===== src/rtl/down_counter_ctrl.sv =====
// Down counter driven by rising edges of the 1 Hz divider output, with start/pause/load control.
// Optional SEG7_OUT_EN adds a registered active-low seven-segment decode of the count.
module down_counter_ctrl #(
   parameter int                 WIDTH       = 4,
   parameter logic [WIDTH-1:0]   RESET_VAL   = 4'hF,
   parameter int                 AUTO_RELOAD = 0
) (
   input  logic             clk,
   input  logic             reset,
   input  logic             tick_in,
   input  logic             start,
   input  logic             pause,
   input  logic             load,
   input  logic [WIDTH-1:0] load_val,
   output logic [WIDTH-1:0] count,
   output logic             running,
   output logic             zero,
   output logic             done,
   output logic [1:0]       state_dbg
`ifdef SEG7_OUT_EN
   ,
   output logic [6:0]       seg
`endif
);

   typedef enum logic [1:0] {
      IDLE   = 2'd0,
      RUN    = 2'd1,
      PAUSED = 2'd2,
      DONE   = 2'd3
   } state_t;

   state_t           state_q, state_d;
   logic [WIDTH-1:0] count_q, count_d;
   logic [WIDTH-1:0] reload_q, reload_d;
   logic             running_q, running_d;
   logic             done_q, done_d;
   logic             tick_q;
   logic             tick_rise;

   // tick_q resets high so a divider output already high at reset release is not an edge
   assign tick_rise = tick_in & ~tick_q;

   always_comb begin
      state_d  = state_q;
      count_d  = count_q;
      reload_d = reload_q;
      done_d   = 1'b0;
      if (load) begin
         count_d  = load_val;
         reload_d = load_val;
         state_d  = IDLE;
      end else begin
         case (state_q)
            IDLE: begin
               if (start && (count_q != '0)) state_d = RUN;
            end
            RUN: begin
               if (pause) begin
                  state_d = PAUSED;
               end else if (!start && tick_rise) begin
                  if (count_q > WIDTH'(1)) begin
                     count_d = count_q - WIDTH'(1);
                  end else if (count_q == WIDTH'(1)) begin
                     count_d = '0;
                     done_d  = 1'b1;
                     if (AUTO_RELOAD == 0) state_d = DONE;
                  end else begin
                     count_d = reload_q;
                  end
               end
            end
            PAUSED: begin
               if (!pause && start) state_d = RUN;
            end
            DONE: begin
               if (start && (reload_q != '0)) begin
                  count_d = reload_q;
                  state_d = RUN;
               end
            end
            default: state_d = IDLE;
         endcase
      end
      running_d = (state_d == RUN);
   end

   always_ff @(posedge clk) begin
      if (reset) begin
         state_q   <= IDLE;
         count_q   <= RESET_VAL;
         reload_q  <= RESET_VAL;
         running_q <= 1'b0;
         done_q    <= 1'b0;
         tick_q    <= 1'b1;
      end else begin
         state_q   <= state_d;
         count_q   <= count_d;
         reload_q  <= reload_d;
         running_q <= running_d;
         done_q    <= done_d;
         tick_q    <= tick_in;
      end
   end

   assign count     = count_q;
   assign running   = running_q;
   assign done      = done_q;
   assign zero      = (count_q == '0);
   assign state_dbg = state_q;

`ifdef SEG7_OUT_EN
   // Segment order {g,f,e,d,c,b,a}, active-low
   function automatic logic [6:0] hex7(input logic [3:0] v);
      case (v)
         4'h0: hex7 = 7'b1000000;
         4'h1: hex7 = 7'b1111001;
         4'h2: hex7 = 7'b0100100;
         4'h3: hex7 = 7'b0110000;
         4'h4: hex7 = 7'b0011001;
         4'h5: hex7 = 7'b0010010;
         4'h6: hex7 = 7'b0000010;
         4'h7: hex7 = 7'b1111000;
         4'h8: hex7 = 7'b0000000;
         4'h9: hex7 = 7'b0010000;
         4'hA: hex7 = 7'b0001000;
         4'hB: hex7 = 7'b0000011;
         4'hC: hex7 = 7'b1000110;
         4'hD: hex7 = 7'b0100001;
         4'hE: hex7 = 7'b0000110;
         default: hex7 = 7'b0001110;
      endcase
   endfunction

   logic [6:0] seg_q;

   always_ff @(posedge clk) begin
      if (reset) seg_q <= hex7(4'(RESET_VAL));
      else       seg_q <= hex7(4'(count_q));
   end

   assign seg = seg_q;
`endif

endmodule

===== config.mk =====
export PLATFORM = sky130hd
export DESIGN_NAME = down_counter_ctrl
export DESIGN_NICKNAME = d
export VERILOG_FILES = /design/src/rtl/down_counter_ctrl.sv
export SDC_FILE = /design/constraint.sdc
export NUM_CORES = 1
export LEC_CHECK = 0
export ABC_AREA = 1
export BUFFER_PORTS_ARGS = -buffer_cell sky130_fd_sc_hd__buf_2
export CORE_ASPECT_RATIO = 0.9
export CORE_MARGIN = 4
export CORE_UTILIZATION = 45
export DETAILED_ROUTE_END_ITERATION = 8
export GPL_ROUTABILITY_DRIVEN = 0
export PLACE_DENSITY = 0.8
export SETUP_SLACK_MARGIN = 0.5
export SLEW_MARGIN = 20
export SYNTH_ARGS = -nofsm -noshare
export SYNTH_HDL_FRONTEND = slang
export SYNTH_SLANG_ARGS = --single-unit

===== constraint.sdc =====
create_clock -name clk -period 1.8 [get_ports clk]
set_input_delay 0.18 -clock clk [delete_from_list [all_inputs] [get_ports clk]]
set_output_delay 0.18 -clock clk [all_outputs]
set_load 0.02 [all_outputs]

==> reports/results.tsv <==
metric	value	unit
routed_wl	1750	um
worstHoldStart	tick_in	
grt_pass1_wl	2590	um
nets	155	
clkPwrFrac	28.3	%
syn_inst	115	
cp.required	1620	ps
intPower	453	uW
period_share	72.7	%
die_area	0.00245	sq mm
design.portCount	19	
skew	1.93	ps
dr.pass1.iters	4	
ys_seq_area_share	33.6	%
crit_chain	inv_4 > ha_4 > inv_2 > nor2_4 > buf_6	
crit_path_start	count[0]$_SDFFE_PP1P_	
timing.rr.start	count[0]$_SDFFE_PP1P_	
tns	0	ps
place_hpwl	1340	um
end_kind	primary output	
status	finished clean	
track_usage	15.0	%
drc	0	
cts.sinks	13	
leakagePower	0.000526	uW
max_freq	764	MHz
tritoncts	done	
slew_viol_final	0	
post-route-min-period	1310	ps
report.power.total	667	uW
cp_slowest_cell	dfxtp_4	
cts_buffer_depth	2	
grt_pass1_vias	638	
fp.dieW	51.7	um
synth_area_leader_cell	dfxtp_1	
design_area	0.00102	sq mm
synth_top_area_share	33.6	%
vias	791	
synth.top_cells.by_area	dfxtp_1 (34%), nand2_1 (15%), nand3_1 (12%), inv_1 (8.2%), ha_1 (4.8%)	
switchingPower	214	uW
synth_seq_cells	13	
rsz0062_at_grt	yes	
critical_path.startpoint_type	flop	
fp-row-count	13	
area_growth	31.8	%
layout-drive-gt1-share	39.7	%
slowest_delay	370	ps
fill_cells	151	
hold_class	in2reg	
core_area	0.00153	sq mm
dpl_cell_area	886	sq um
synth.cell_area	774	sq um
maxSlewHeadroom	83.9	%
tightest_slew	241	ps
clk_pin_slew	90	ps
synth_warnings	0	
worstSkewPairLatency	280	ps
syn_nets	128	
ir_drop	0.501	mV
die_y	47.4	um
via_per_inst	4.85	
io_buffers	18	
cp_max_fo	3	
cp.arrival	1130	ps
post_drt_wl_per_cell	10.8	um
power_density	654	mW/mm^2
maxCapViolCount	0	
antenna_found_initial	0	
combPwrFrac	23.6	%
hold_violations	0	
cp_num_buf_inv	3	
crit_type	reg2out	
path_delay_family	flip-flops	
ctsRootBufferMaster	clkbuf_4	
avgSynthCellArea	6.73	sq um
drtIter0Drc	14	
start_util	50.7	%
seqPwrFrac	48.2	%
grt_overflow_total	0	
htreeDepth	1	
yosys.cell_types.count	19	
grt_max_degree	13	
setup_violations	0	
ant_nets	0	
switching_share	32.1	%
cts_buffers	3	
n_antenna_cell	0	
## worst register-to-register path, delay by kind of cell, from the launching register on
family | cells | cell delay, ps
adders and majority gates | 1 | 150
DFF | 1 | 370
and+or+nand+nor | 6 | 470
buffers and inverters | 2 | 130
## synthesized netlist by cell type
cell / number
nand4_1: 4
nand3b_1: 2
xor2_1: 1
buf_6: 1
nand2_2: 3
o21bai_1: 1
nor2_2: 4
ha_1: 3
inv_1: 17
nand3_2: 1
nand3_1: 18
a21oi_1: 1
inv_2: 3
nor2_1: 10
o21bai_2: 1
dfxtp_1: 13
nand3_4: 1
or2_2: 1
nand2_1: 30
## layout make-up
type	count	area [sq um]	area share [%]
multi-input cells	81	487	47.7
flip-flops and latches	13	265	26.0
repair buffers	23	134	13.1
inverters	20	80.1	7.84
well taps	22	27.5	2.70
clock buffers	3	22.5	2.21
clock inverters	1	5.00	0.490
## metrics by stage
step                      hold WS, ps  util (%)  std cells  setup WS (ps)
after CTS                        90.8      62.1        162            509
final                            87.8      66.8        163            492
after detailed placement          385      57.9        154            471
after global placement            382      57.9        154            541
after global routing             84.5      66.8        163            437
after floorplan                   252         -        115            539
## cells by family (layout without fill, tap and decap cells)
logic type,Yosys count,count (layout),share of synthesized area [%]
adders and majority gates,3,3,4.85
xor gates and xnor gates,1,1,1.13
buffers and inverters,21,47,11.1
and+or+nand+nor,74,74,46.2
DFF,13,13,33.6
AOI/OAI and AO/OA,3,3,3.07
## routing by layer
metal / GRT usage (%) / wire (um) / share of wire (%)
met5: 0 / 0 / 0
met2: 22.8 / 817 / 47
met1: 19.1 / 800 / 46
met4: 6.81 / 30 / 1.7
met3: 5.71 / 104 / 5.9
## timing repair
action,CTS,global route
endpoints found under the setup margin,5,6
hold buffers,0,0
pin swaps,1,4
setup buffers,4,1
gates resized for setup,4,17
## flip-flops by register name, summed over array words and instances (netlist names)
name	count
running	1
state_dbg	2
done	1
count	4
reload_q	4
tick_q	1
## worst paths after layout
| check | endpoint | slack (ps) | cells past startpoint |
|---|---|---|---|
| setup / recovery | zero | 490 | 5 |
| hold reg to reg | reload_q[0]$_SDFFE_PP1P_ | 490 | 2 |
| hold / removal | tick_q$_SDFF_PP1_ | 90 | 2 |
| setup reg to reg | count[0]$_SDFFE_PP1P_ | 560 | 9 |
## cells in the final DEF (no fill, tap or decap)
cell and instances:
dfxtp_1 11, clkbuf_4 3, nor2_1 8, nand3_2 1, ha_4 3, dfxtp_4 1, nand3_4 1, buf_2 17
dfxtp_2 1, nand4_1 4, o21bai_1 1, nand2_2 6, inv_2 5, inv_4 2, buf_4 5, or2_2 1
buf_6 1, clkinv_2 1, nand2_1 27, nor2_4 1, o21bai_2 1, inv_1 13, nand3b_1 2, nor2_2 5
xor2_1 1, a21oi_2 1, nand3_1 18
## power by group through the flow
stage               clock network [uW]  logic [uW]  registers [uW]
finish                             189         157             321
CTS                                192         138             320
global placement                     0         126             325
floorplan                            0        79.1             338
detailed placement                   0         129             326
global route                       204         175             325
Power figures use the tool's default switching activity.
